File: src/rtl/counter_pkg.sv
// Shared types and constants for the counter controller.
package counter_pkg;

    typedef enum logic [1:0] {
        StIdle,
        StRun,
        StPause,
        StDone
    } state_t;

    localparam logic MODE_PERIODIC = 1'b0;
    localparam logic MODE_ONESHOT  = 1'b1;

endpackage

File: src/rtl/mod_counter.sv
// Modulo counter datapath: counts 0..limit while enabled, pulses wrap on limit->0.
module mod_counter #(
    parameter int unsigned WIDTH = 3
) (
    input  logic             clock,
    input  logic             reset,
    input  logic             enable,
    input  logic             zero,
    input  logic [WIDTH-1:0] limit,
    output logic [WIDTH-1:0] count,
    output logic             wrap
);

    always_ff @(posedge clock or posedge reset) begin
        if (reset) begin
            count <= '0;
            wrap  <= 1'b0;
        end else if (zero) begin
            count <= '0;
            wrap  <= 1'b0;
        end else if (enable) begin
            if (count == limit) begin
                count <= '0;
                wrap  <= 1'b1;
            end else begin
                count <= count + WIDTH'(1);
                wrap  <= 1'b0;
            end
        end else begin
            wrap <= 1'b0;
        end
    end

endmodule

File: src/rtl/counter_ctrl.sv
// Run/pause/one-shot controller around a modulo counter with a cfg handshake.
module counter_ctrl
    import counter_pkg::*;
#(
    parameter int unsigned WIDTH = 3
) (
    input  logic             clock,
    input  logic             reset,
    input  logic             cfg_valid,
    output logic             cfg_ready,
    input  logic [WIDTH-1:0] cfg_limit,
    input  logic             cfg_mode,
    input  logic             start,
    input  logic             stop,
    input  logic             clear,
    output logic [WIDTH-1:0] count,
    output logic             wrap,
    output logic             busy,
    output logic             done
);

    state_t           state, state_d;
    logic [WIDTH-1:0] limit, limit_d;
    logic             mode, mode_d;
    logic             enable, zero;
    logic             xfer, go, at_limit;

    assign xfer     = cfg_valid & cfg_ready;
    // stop outranks start even in states where stop itself does nothing
    assign go       = start & ~stop;
    assign at_limit = (count == limit);

    always_comb begin
        state_d = state;
        limit_d = limit;
        mode_d  = mode;
        enable  = 1'b0;
        zero    = 1'b0;
        if (clear) begin
            state_d = StIdle;
            zero    = 1'b1;
        end else begin
            unique case (state)
                StIdle, StDone: begin
                    if (xfer) begin
                        limit_d = cfg_limit;
                        mode_d  = cfg_mode;
                        zero    = 1'b1;
                        state_d = StIdle;
                    end
                    if (go) begin
                        state_d = StRun;
                        zero    = 1'b1;
                    end
                end
                StRun: begin
                    enable = 1'b1;
                    if (stop) begin
                        state_d = StPause;
                    end else if (at_limit && mode == MODE_ONESHOT) begin
                        state_d = StDone;
                    end
                end
                StPause: begin
                    if (go) begin
                        state_d = StRun;
                    end
                end
                default: state_d = StIdle;
            endcase
        end
    end

    always_ff @(posedge clock or posedge reset) begin
        if (reset) begin
            state     <= StIdle;
            limit     <= '1;
            mode      <= MODE_PERIODIC;
            busy      <= 1'b0;
            done      <= 1'b0;
            cfg_ready <= 1'b1;
        end else begin
            state     <= state_d;
            limit     <= limit_d;
            mode      <= mode_d;
            busy      <= (state_d == StRun) || (state_d == StPause);
            done      <= (state_d == StDone);
            cfg_ready <= (state_d == StIdle) || (state_d == StDone);
        end
    end

    mod_counter #(
        .WIDTH(WIDTH)
    ) u_mod_counter (
        .clock (clock),
        .reset (reset),
        .enable(enable),
        .zero  (zero),
        .limit (limit),
        .count (count),
        .wrap  (wrap)
    );

endmodule

File: config.mk
export PLATFORM = sky130hd
export DESIGN_NAME = counter_ctrl
export DESIGN_NICKNAME = d
export VERILOG_FILES = /design/src/rtl/counter_pkg.sv /design/src/rtl/mod_counter.sv /design/src/rtl/counter_ctrl.sv
export SDC_FILE = /design/constraint.sdc
export NUM_CORES = 1
export LEC_CHECK = 0
export ABC_AREA = 0
export BUFFER_PORTS_ARGS = -buffer_cell sky130_fd_sc_hd__buf_4
export CAP_MARGIN = 40
export CORE_MARGIN = 4
export CORE_UTILIZATION = 44
export CTS_BUF_LIST = sky130_fd_sc_hd__clkbuf_2
export CTS_CLUSTER_SIZE = 16
export DETAILED_ROUTE_END_ITERATION = 10
export PLACE_DENSITY = 0.7
export SLEW_MARGIN = 20
export SYNTH_ARGS = -nofsm -noshare
export SYNTH_HDL_FRONTEND = slang
export SYNTH_SLANG_ARGS = --single-unit
File: constraint.sdc
create_clock -name clock -period 1.7 [get_ports clock]
set_input_delay 0.085 -clock clock [delete_from_list [all_inputs] [get_ports clock]]
set_output_delay 0.085 -clock clock [all_outputs]
set_load 0.01 [all_outputs]
==> results, run 1 <==
- The portion of the post-synthesis area used by sequential elements is 46.0%.
- The first global-routing pass estimated between 2000 and 3000 µm of wire.
- The final layout contains between 100 and 150 nets.
- The longest clock path from root to sink contains 2 buffers.
- The multi-input combinational cells in the finished layout cover a total of about 440 µm².
- The fraction of the mapped netlist area in compound gates is a little under a fifth.
- The share of total power consumed by net switching is between 30% and 40%.
- The kind of capture point of the worst setup path is a flop.
- The terminus of the critical flop-to-flop path is busy$_DFF_PP0_.
- The detailed router put a total of between 700 and 800 µm of wire on met1.
- Global routing finished with a remaining overflow of 0.
- The final number of max-transition violations is 0.
- The internal power of the cells totals 0.704 mW.
- The number of cells in the finished layout apart from fillers is ~120.
- The commonest non-fill, non-tap cell in the layout is sky130_fd_sc_hd__buf_4.
- By area the synthesized netlist is led by sky130_fd_sc_hd__dfrtp_1 31%, sky130_fd_sc_hd__dfstp_2 15%, sky130_fd_sc_hd__mux2_2 7.8%, sky130_fd_sc_hd__ha_1 7.0%, sky130_fd_sc_hd__inv_1 3.7%.
- The total number of H-tree levels is 1.
- Setup violations remaining at the end of the flow were counted as 2.
- The area growth from synthesis to layout is 54.4%.
- The slew at the pin with the worst max-slew slack is 0.493 ns.
- For the finished layout, the period the worst path requires is 1.74 ns.
- The distinct cell type count of the synthesized netlist is 28.
- After synthesis, the mean cell area works out to 11.2 µm².
- During synthesis, Yosys emitted a total of 0 warnings.
- The routed design uses about 870 µm of met2 wire.
- In this run the worst path has a maximum fanout of 2.
- The mapped netlist covers 718 µm².
- The clock buffer count from CTS is 3.
- The first routing iteration left 3 violations.
- The slowest stage of the critical path belongs to the cell sky130_fd_sc_hd__dfstp_2.
- The final worst-path setup slack is -0.0390 ns.
- The overall via count from detail_route is 648.
- The worst setup path is of the flop to flop kind.
- Measured against its own limit, the worst slew margin works out to approximately two thirds.
- Summed over all cells, the static leakage comes to roughly 0.52 nW.
- CTS placed an instance of sky130_fd_sc_hd__clkbuf_2 at the clock tree root.
- The maximum clock frequency is around 580 MHz.
- The DRC violation count after routing is 0.
- The critical path goes through xnor2_2 -> nand4_1 -> a2111oi_4 -> ha_1.
- The total length of routed wires is 1730 µm.
- The post-route netlist has 56.3% of its cells at a drive strength greater than 1.
- The wire length on met3 is 110 µm.
- TritonCTS built the clock tree.
- The tightest hold path in the finished design has a slack of 0.0208 ns.
- The top cell types in the final layout, fill and taps aside, are 34 x sky130_fd_sc_hd__buf_4, 9 x sky130_fd_sc_hd__dfrtp_1, 6 x sky130_fd_sc_hd__inv_1, 4 x sky130_fd_sc_hd__mux2_2, 4 x sky130_fd_sc_hd__dfstp_2.
- The portion of total power attributed to sequential cells is between 40 and 50%.
- Of the total synthesized cell area, the portion taken by AND, OR, NAND and NOR gates is 9.41%.
- The delay of the slowest cell on the worst path is between 0.5 and 0.6 ns.
- The worst min-delay path class is input port to flop.
- The area occupied by registers is roughly 330 µm².
- Max-cap violations in this run came to 0.
- The die is about 48 µm wide.
- The filler cell count is a little over 100.
- The die covers approximately 2300 µm².
- The number of nets still failing antenna checks after routing is 0.
- The worst supply voltage drop on vdd is between 0.6 and 0.7 mV.
- In the synthesized netlist, the number of instances is 64.
- The switching power is approximately 0.35 mW.
- Buffers placed on the I/O ports in this run total 16.
- The run finished, with violations left.
- The portion of the clock cycle consumed by the worst path in the final layout is 102%.
- The number of failing hold endpoints at the final stage is 0.
- The count of cells along the worst register-to-register path is 4.
- The final clock skew is just under 0.02 ns.
- The die is around 48 µm tall.
- The share of total power in the clock network is between 10% and 20%.
- The final reports fail on setup timing.
- The antenna diode instance count is 0.
- The total instance count after detailed placement is about 110.
- The synthesized design contains 13 register bits.
- Of the post-synthesis cell area, the dominant cell type holds approximately a third.
- The post-synthesis mux area share is 7.84%.
- The capture point of the critical path is busy$_DFF_PP0_.
- The maximum number of pins on one net before global-route repair is 14.
- The later-pin clock latency in the skew report is between 0.2 and 0.3 ns.
- STA classifies the critical path startpoint as a flop.
- Dividing the detail-routed wire length by the instance count gives ~15 µm.
- STA puts the critical path data required time at about 1.9 ns.
- Detailed placement finished with a half-perimeter wire length of around 1200 µm.
- The synthesized netlist net count is just under 80.
- The number of optimization iterations in the first detailed-route pass is 3.
- The sink count of the clock tree is 13.
- Setup repair after global routing could not meet its margin everywhere.
- The largest area contributor in the netlist is sky130_fd_sc_hd__dfrtp_1.
- The critical path arrival is 1.90 ns.
- The initial utilization of the core area, before any placement, comes to between 40 and 50%.
- The area of the placeable core is about 1500 µm².
- The number of placement rows is 14.
- The via count of the first global-routing pass was between 600 and 700.
- Of the total synthesized cell area, the portion taken by full adders, half adders and majority gates is 6.97%.
- The number of antenna violations at the first check in global routing came to 0.
- Combinational logic is responsible for approximately 44% of the overall power.
- The top routing layer in use is met4.
- The top-level port count is 17.
- The most critical setup path has its startpoint at limit[1]$_DFFE_PP1P_.
- Dividing total power by cell area gives a power density of around 950 nW/µm².
- The register-to-register setup slack is -0.04 ns.
- Across every metal layer, demand over resource in global routing totals 16.0%.
- Dividing the detail-routed via count by the number of cells gives 5.45.
- The xor-xnor portion of the synthesized cell area is 7.32%.
- The worst register-to-register path begins at limit[1]$_DFFE_PP1P_.
- The clock input transition at the sequential cells of the worst setup and hold paths is 0.15 ns.
- The final weighted congestion of routability-driven global placement is approximately 0.81.
- By area, the combinational part of the netlist is dominated by compound AO/OA/AOI/OAI gates.
area by class of cell:
type / count / share of cell area, %
Sequential cell: 13 / 29.8
Clock inverter: 1 / 0.451
Inverter: 7 / 2.37
Timing Repair Buffer: 36 / 24.8
Multi-Input combinational cell: 43 / 39.4
Tap cell: 16 / 1.81
Clock buffer: 3 / 1.35
synth_stat cells:
| cell | n |
|---|---|
| sky130_fd_sc_hd__a211oi_1 | 3 |
| sky130_fd_sc_hd__dfstp_2 | 4 |
| sky130_fd_sc_hd__o21ai_0 | 1 |
| sky130_fd_sc_hd__nor2_1 | 1 |
| sky130_fd_sc_hd__a211oi_2 | 1 |
| sky130_fd_sc_hd__o311ai_0 | 3 |
| sky130_fd_sc_hd__or2b_1 | 1 |
| sky130_fd_sc_hd__nor3_1 | 1 |
| sky130_fd_sc_hd__a31o_2 | 1 |
| sky130_fd_sc_hd__a21oi_1 | 1 |
| sky130_fd_sc_hd__a2111oi_0 | 1 |
| sky130_fd_sc_hd__nand2_1 | 3 |
| sky130_fd_sc_hd__ha_1 | 4 |
| sky130_fd_sc_hd__a311o_1 | 1 |
| sky130_fd_sc_hd__a21boi_1 | 1 |
| sky130_fd_sc_hd__xor2_1 | 3 |
| sky130_fd_sc_hd__clkbuf_1 | 1 |
| sky130_fd_sc_hd__a31oi_1 | 1 |
| sky130_fd_sc_hd__mux2_2 | 5 |
| sky130_fd_sc_hd__nand4b_1 | 1 |
| sky130_fd_sc_hd__inv_1 | 7 |
| sky130_fd_sc_hd__nand4_1 | 2 |
| sky130_fd_sc_hd__xnor2_1 | 3 |
| sky130_fd_sc_hd__a221oi_1 | 1 |
| sky130_fd_sc_hd__dfrtp_1 | 9 |
| sky130_fd_sc_hd__a21bo_2 | 1 |
| sky130_fd_sc_hd__nand2b_1 | 2 |
| sky130_fd_sc_hd__nor2b_1 | 1 |
cells by family after synthesis:
family,count (synthesis)
AOI/OAI and AO/OA,16
xor gates and xnor gates,6
adders and majority gates,4
buffers and inverters,8
DFF,13
muxes,5
and+or+nand+nor,12
flip-flops by register name (all words and copies together) (netlist names):
signal / count
limit: 3
u_mod_counter.count: 3
state: 2
busy: 1
cfg_ready: 1
done: 1
mode: 1
u_mod_counter.wrap: 1
stage by stage:
step / util [%] / worst slack [ns] / TNS [ns] / instance area (µm²) / power [mW]
floorplan: - / 0.00354 / 0 / 738 / 0.632
global placement: 63.7 / -0.0112 / -0.0112 / 971 / 0.804
detailed placement: 63.7 / -0.0884 / -0.162 / 971 / 0.816
CTS: 71.6 / -0.0375 / -0.0716 / 1090 / 1.04
global route: 72.7 / -0.0992 / -0.195 / 1110 / 1.12
finish: 72.7 / -0.0390 / -0.0751 / 1110 / 1.05
how the worst min path moves through the flow:
stage | from | end | slack (ns) | depth (start not counted)
2_1_floorplan | reset | busy$_DFF_PP0_ | -0.04 | 1
3_3_place_gp | reset | u_mod_counter.count[2]$_DFFE_PP0P_ | 0.14 | 2
3_5_place_dp | reset | u_mod_counter.count[1]$_DFFE_PP0P_ | 0.15 | 2
4_1_cts | clear | u_mod_counter.count[0]$_DFFE_PP0P_ | 0.006 | 2
5_1_grt | cfg_limit[2] | limit[2]$_DFFE_PP1P_ | 0.009 | 2
6_report | cfg_limit[1] | limit[1]$_DFFE_PP1P_ | 0.02 | 2
critical path: cells and delay by family, from the launching register on:
family	cells	cell delay (ns)
xor+xnor	1	0.12
fa+ha+maj	1	0.30
simple gates	1	0.23
compound gates	1	0.38
flops	1	0.58
power by group through the flow:
stage | registers (mW) | logic (mW) | clock network (mW)
after floorplan | 0.442 | 0.190 | 0
after global placement | 0.427 | 0.377 | 0
after detailed placement | 0.430 | 0.386 | 0
after CTS | 0.433 | 0.438 | 0.165
after global routing | 0.440 | 0.498 | 0.183
final | 0.434 | 0.459 | 0.161
per-layer routing:
layer,GRT usage (%),vias up
li1,-,317
met1,19.4,313
met2,25.9,16
met3,6.75,2
met4,4.15,0
met5,0,-
what timing repair did:
| item | 4_1_cts | 5_1_grt |
|---|---|---|
| gates resized for setup | 8 | 0 |
| hold endpoints to repair | 9 | 3 |
| pin swaps | 3 | 0 |
| setup endpoints to repair | 2 | 2 |
| buffers inserted | 4 | 1 |
| hold buffers | 1 | 1 |
No activity file was read; power rests on OpenSTA's default activity.
==> run 2: changes to the inputs <==
--- a/config.mk
+++ b/config.mk
@@ -6,14 +6,13 @@
 export NUM_CORES = 1
 export LEC_CHECK = 0
 export ABC_AREA = 0
-export BUFFER_PORTS_ARGS = -buffer_cell sky130_fd_sc_hd__buf_4
 export CAP_MARGIN = 40
 export CORE_MARGIN = 4
 export CORE_UTILIZATION = 44
 export CTS_BUF_LIST = sky130_fd_sc_hd__clkbuf_2
 export CTS_CLUSTER_SIZE = 16
 export DETAILED_ROUTE_END_ITERATION = 10
-export PLACE_DENSITY = 0.7
+export DONT_BUFFER_PORTS = 1
 export SLEW_MARGIN = 20
 export SYNTH_ARGS = -nofsm -noshare
 export SYNTH_HDL_FRONTEND = slang
==> results, run 2 (same netlist as run 1, synthesis figures left out) <==
- The terminus of the critical flop-to-flop path is busy$_DFF_PP0_.
- The detailed placer's ending HPWL came to 1170 µm (-5.6%).
- The final number of max-transition violations is 0 (unchanged).
- The required arrival time at the worst endpoint was 1.88 ns (+0.02 ns).
- The total length of routed wires was 1680 µm (-2.4%).
- The wire length of the first global-routing pass is 2730 µm (-6.8%).
- Leaving out fill and tap cells, the most frequent cell in the layout is sky130_fd_sc_hd__buf_4.
- The slew at the pin with the worst max-slew slack is 0.490 ns (-0.00308 ns).
- The critical path goes through inv_2 -> ha_4 -> mux2_4 -> a31oi_4 -> a2111oi_4 -> ha_1.
- The final setup violation count is 2 (unchanged).
- The clock buffer count from CTS is 3 (unchanged).
- The maximum clock frequency is 584 MHz (+1.5%).
- The filler cell count is 114 (+11%).
- The number of antenna violations at the first check in global routing is 0 (unchanged).
- The CTS tree is built.
- The sort of element at the start of the critical path is a flop.
- The number of optimization iterations in the first detailed-route pass was 4 (+1).
- The static power due to leakage is 0.432 nW (-17%).
- The number of cells traversed by the worst hold path is 3 (+1).
- The number of DRC violations after detailed-routing iteration 0 is 15 (+12).
- The slowest stage of the critical path belongs to the cell sky130_fd_sc_hd__dfrtp_1.
- The clock tree buffer depth is 2 (unchanged).
- The critical path arrival is 1.89 ns (about the same).
- The reg-to-reg startpoint is state[0]$_DFF_PP0_.
- The global-route usage over all layers is 15.0% (-1.0 points).
- The time the worst path needs with I/O delays and setup is 1.71 ns (-0.0262 ns).
- The antenna diode instance count came to 0 (unchanged).
- The endpoint of the worst hold-timing path is state[0]$_DFF_PP0_.
- Setup repair after global routing could not meet its margin everywhere.
- The delay of the slowest cell on the worst path is 0.42 ns (-0.16 ns).
- The count of buffers inserted at the top-level ports came to 0 (-16).
- The register-to-register setup slack came to -0.01 ns (+0.03 ns).
- The width of the die is 48.4 µm (unchanged).
- The final weighted congestion of routability-driven global placement came to 0.704 (-13%).
- The initial cell density of the core is 47.1% (unchanged).
- Leaving out fill and tap cells, the most frequent cells in the layout are 14 x sky130_fd_sc_hd__buf_4, 9 x sky130_fd_sc_hd__dfrtp_1, 6 x sky130_fd_sc_hd__inv_1, 6 x sky130_fd_sc_hd__dlygate4sd3_1.
- The DRC violation count after routing is 0 (unchanged).
- The portion of the clock cycle consumed by the worst path in the final layout is 101% (-1.5 points).
- The later-pin clock latency in the skew report came to 0.28 ns (about the same).
- The ratio of cells with drive above 1 in the final layout is 43.7% (-13 points).
- The overall via count from detail_route came to 603 (-6.9%).
- The count of buffering cells on the critical path with inverters included is 1 (+1).
- The number of placement rows came to 14 (unchanged).
- The count of cells along the worst register-to-register path is 6 (+2).
- The gate family responsible for the most delay along the worst path is adder cells.
- The via count of the first global-routing pass is 578 (-13%).
- The mean number of vias per cell is 5.85 (+7.5%).
- The largest registers in the layout are limit x3, u_mod_counter.count x3, state x2.
- The final worst hold slack is 0.129 ns (+0.108 ns).
- The top-level port count is 17 (unchanged).
- The flow ran to the end, but the final reports show violations.
- The number of max-cap violations is 0 (unchanged).
- The worst setup path is captured at a flop.
- The kind of critical path is flop to flop.
- The clock input transition at the sequential cells of the worst setup and hold paths came to 0.14 ns (about the same).
- The final worst-path setup slack is -0.0128 ns (+0.0262 ns).
- The power density over cell area is 997 nW/µm² (+4.9%).
- The worst hold path belongs to the class input port to flop.
- The wire length per cell is 16.3 µm (+13%).
- The source of the worst hold timing path is stop.
- The worst supply voltage drop on vdd is 0.733 mV (+8.8%).
- The setup total negative slack is -0.0202 ns (+0.0549 ns).
- The floorplan die area was 2340 µm² (unchanged).
- The final clock skew came to 0.00534 ns (-0.0146 ns).
- The number of nets still failing antenna checks after routing is 0 (unchanged).
- The total number of H-tree levels is 1 (unchanged).
- The number of failing hold endpoints at the final stage is 0 (unchanged).
- The tree is rooted in a sky130_fd_sc_hd__clkbuf_2.
- The final reports fail on setup timing.
- The overall overflow remaining after global route is 0 (unchanged).
- The maximum number of pins on one net before global-route repair came to 14 (unchanged).
- The worst slew slack as a fraction of its limit is 67.3% (+0.21 points).
- The area of the placeable core is 1520 µm² (unchanged).
- The die height came to 48.4 µm (unchanged).
- The layout overhead on the synthesized area is 38.3%.
- The sink count of the clock tree is 13 (unchanged).
- The net count of the finished layout is 102 (-14%).
- The largest fanout on the critical path came to 6 (+4).
[run 2: final cells by class]
cell class	count	area [µm²]	share of cell area (%)
multi-input combinational	43	432	43.5
sequential	13	330	33.2
timing repair buffer	20	165	16.6
inverter	7	26.3	2.64
clock buffer	4	20.0	2.02
tap	16	20.0	2.02
[run 2: report_power, final]
group	internal [mW]	total (mW)	switching [mW]
registers	0.385	0.434	0.0482
clock network	0.0624	0.172	0.109
logic	0.212	0.385	0.173
[run 2: per-stage QoR]
stage	instances	instance area, µm²	setup WS (ns)	util (%)	total power [mW]
3_5_place_dp	91	843	-0.0437	55.3	0.770
3_3_place_gp	91	843	-0.0108	55.3	0.762
2_1_floorplan	64	738	0.00354	-	0.632
5_1_grt	103	993	-0.102	65.2	1.07
4_1_cts	102	971	0.000252	63.7	0.971
6_report	103	993	-0.0128	65.2	0.990
[run 2: worst max path at each step]
stage                        from                  end  slack, ns  cells past startpoint
2_1_floorplan  state[1]$_DFF_PP0_       busy$_DFF_PP0_      0.004                      5
5_1_grt        state[0]$_DFF_PP0_  cfg_ready$_DFF_PP1_      -0.10                      7
4_1_cts        state[0]$_DFF_PP0_       busy$_DFF_PP0_     0.0003                      6
3_5_place_dp   state[0]$_DFF_PP0_       busy$_DFF_PP0_      -0.04                      6
3_3_place_gp   state[0]$_DFF_PP0_       busy$_DFF_PP0_      -0.01                      6
6_report       state[0]$_DFF_PP0_       busy$_DFF_PP0_      -0.01                      6
[run 2: timing repair]
item	CTS	global route
hold buffers	6	0
cloned	0	0
resized for setup	6	2
pin swaps	4	0
endpoints found under the hold margin	19	0
buffers inserted	1	1
setup endpoints to repair	2	2
[run 2: tightest hold or removal path: stages]
cell                       delay [ns]
sky130_fd_sc_hd__inv_1           0.03
sky130_fd_sc_hd__a21oi_1         0.17
sky130_fd_sc_hd__a221oi_2        0.11
[run 2: layer usage]
metal  routed length (µm)  share of wire (%)  vias to the layer above  track usage [%]
met5                    0                  0                        -                0
met4                   33                2.0                        0             5.53
met3                   85                5.0                       11             3.37
met2                  818                 49                       30             24.3
met1                  747                 44                      277             19.2
li1                     -                  -                      285                -
==> run 3: changes to the inputs <==
--- a/config.mk
+++ b/config.mk
@@ -13,6 +13,7 @@
 export CTS_CLUSTER_SIZE = 16
 export DETAILED_ROUTE_END_ITERATION = 10
 export DONT_BUFFER_PORTS = 1
+export MAX_ROUTING_LAYER = met4
 export SLEW_MARGIN = 20
 export SYNTH_ARGS = -nofsm -noshare
 export SYNTH_HDL_FRONTEND = slang
==> results, run 3 (same netlist as run 1, synthesis figures left out) <==
- The number of optimization iterations in the first detailed-route pass is 5 (+1).
- The number of nets still failing antenna checks after routing is 0 (unchanged).
- The clock buffer count from CTS is 3 (unchanged).
- The top cell types in the final layout, fill and taps aside, are 14 x sky130_fd_sc_hd__buf_4, 9 x sky130_fd_sc_hd__dfrtp_1, 6 x sky130_fd_sc_hd__inv_1, 6 x sky130_fd_sc_hd__dlygate4sd3_1.
- The final worst-path setup slack was -0.00802 ns (+0.00475 ns).
- The number of failing hold endpoints at the final stage is 0 (unchanged).
- The flow ran to the end, but the final reports show violations.
- The final weighted congestion of routability-driven global placement is 0.712 (+1.1%).
- The net count of the finished layout is 102 (unchanged).
- The mean number of vias per cell was 5.64 (-3.6%).
- The total non-filler cell area in the finished layout came to 993 µm² (unchanged).
- The final reports fail on setup timing.
- The detailed placer's ending HPWL is 1170 µm (unchanged).
- The power density over cell area is 996 nW/µm² (-0.12%).
- The floorplan die area came to 2340 µm² (unchanged).
- The layout overhead on the synthesized area is 38.3% (unchanged).
- The worst supply voltage drop on vdd is 0.733 mV (about the same).
- The wire length of the first global-routing pass is 2750 µm (+0.51%).
- The critical path in this run is classified as flop to flop.
- The total instance count after detailed placement came to 91 (unchanged).
- The total length of routed wires is 1650 µm (-2.3%).
- The via count of the first global-routing pass is 576 (-0.35%).
- The number of placement rows is 14 (unchanged).
- The ratio of cells with drive above 1 in the final layout is 43.7% (unchanged).
- The root buffer cell chosen for the clock tree is sky130_fd_sc_hd__clkbuf_2.
- In the final layout, the registers with the most flip-flops are limit x3, u_mod_counter.count x3, state x2.
- The library cell used most frequently in the layout, excluding fill and tap cells, is sky130_fd_sc_hd__buf_4.
- The largest fanout on the critical path was 6 (unchanged).
- The worst setup path is captured at a flop.
- The overall via count from detail_route is 581 (-3.6%).
- The time the worst path needs with I/O delays and setup is 1.71 ns (-0.00475 ns).
- Setup repair after global routing could not meet its margin everywhere.
- The number of DRC violations after detailed-routing iteration 0 is 16 (+1).
- The static power due to leakage was 0.432 nW (unchanged).
- The count of buffers inserted at the top-level ports is 0 (unchanged).
- The CTS tree is built.
- The portion of the clock cycle consumed by the worst path in the final layout came to 100% (-0.28 points).
- The required arrival time at the worst endpoint is 1.88 ns (about the same).
- The overall overflow remaining after global route is 0 (unchanged).
- The slew at the pin with the worst max-slew slack was 0.490 ns (-0.000666 ns).
- The number of antenna violations at the first check in global routing is 0 (unchanged).
- The top-level port count is 17 (unchanged).
- The placed instance area was 843 µm² (unchanged).
- The width of the die came to 48.4 µm (unchanged).
- The final number of max-transition violations is 0 (unchanged).
- The wire length per cell is 16.0 µm (-2.3%).
- The final clock skew is 0.00543 ns (+0.0000826 ns).
- The later-pin clock latency in the skew report is 0.28 ns (about the same).
- The DRC violation count after routing was 0 (unchanged).
- The area of the placeable core was 1520 µm² (unchanged).
- The number of cells in the finished layout apart from fillers is 103 (unchanged).
- The final setup violation count was 2 (unchanged).
- The initial cell density of the core came to 47.1% (unchanged).
- The sort of element at the start of the critical path is a flop.
- The clock tree buffer depth was 2 (unchanged).
- The die height is 48.4 µm (unchanged).
- The number of max-cap violations is 0 (unchanged).
- The sink count of the clock tree is 13 (unchanged).
- The global-route usage over all layers came to 15.5% (+0.48 points).
- The setup total negative slack is -0.0112 ns (+0.00896 ns).
- The total number of H-tree levels came to 1 (unchanged).
- The antenna diode instance count was 0 (unchanged).
- The clock input transition at the sequential cells of the worst setup and hold paths was 0.14 ns (about the same).
- The worst slew slack as a fraction of its limit is 67.3% (about the same).
- The total design power is 0.989 mW (-0.12%).
- The maximum clock frequency was 585 MHz (+0.28%).
- The critical path arrival is 1.89 ns (about the same).
- The maximum number of pins on one net before global-route repair is 14 (unchanged).
- In this run the worst hold path is classified as input port to flop.
-- run 3: report_power, final --
| group | internal [mW] | total [mW] | leakage [nW] | switching [mW] |
|---|---|---|---|---|
| Clock | 0.0624 | 0.171 | 0.0166 | 0.109 |
| Sequential | 0.385 | 0.433 | 0.164 | 0.0481 |
| Combinational | 0.212 | 0.384 | 0.252 | 0.173 |
-- run 3: through the flow --
step / hold WS (ns) / setup slack, ns / util (%)
after floorplan: -0.0409 / 0.00354 / -
after global placement: 0.0226 / -0.0108 / 55.3
after detailed placement: 0.0217 / -0.0437 / 55.3
after CTS: 0.0935 / 0.000252 / 63.7
after global routing: 0.0979 / -0.102 / 65.2
final: 0.132 / -0.00802 / 65.2
-- run 3: path summary, 6_finish.rpt --
check	cells past startpoint	from	slack, ns	endpoint
setup / recovery	6	state[0]$_DFF_PP0_	-0.008	busy$_DFF_PP0_
hold / removal	3	stop	0.13	state[0]$_DFF_PP0_
setup reg to reg	6	state[0]$_DFF_PP0_	-0.008	busy$_DFF_PP0_
hold reg to reg	1	mode$_DFFE_PP0P_	0.54	mode$_DFFE_PP0P_
max in group asynchronous	2	reset	1.10	limit[1]$_DFFE_PP1P_
min in group asynchronous	2	reset	0.24	busy$_DFF_PP0_
-- run 3: cell type report --
| cell class | count | area (µm²) |
|---|---|---|
| timing repair buffer | 20 | 165 |
| sequential | 13 | 330 |
| tap | 16 | 20.0 |
| fill | 114 | 531 |
| inverter | 7 | 26.3 |
| clock buffer | 4 | 20.0 |
| multi-input combinational | 43 | 432 |
-- run 3: critical path: stages (launching register included) --
cell and delay, ns:
sky130_fd_sc_hd__dfrtp_1 0.41, sky130_fd_sc_hd__inv_2 0.06, sky130_fd_sc_hd__ha_4 0.30, sky130_fd_sc_hd__mux2_4 0.31, sky130_fd_sc_hd__a31oi_4 0.16, sky130_fd_sc_hd__a2111oi_4 0.06, sky130_fd_sc_hd__ha_1 0.30
-- run 3: per-layer routing --
layer  up-vias  global-route usage [%]  wire (µm)
met4         0                    5.53         20
li1        284                       -          -
met2        12                    24.3        814
met3         5                    2.76         54
met1       280                    19.8        755
met5         -                       -          0
-- run 3: what timing repair did --
item | 4_1_cts | 5_1_grt
pin swaps | 4 | 0
endpoints found under the setup margin | 2 | 2
buffers inserted | 1 | 1
hold buffers | 6 | 0
gates resized for setup | 6 | 2
endpoints found under the hold margin | 19 | 0
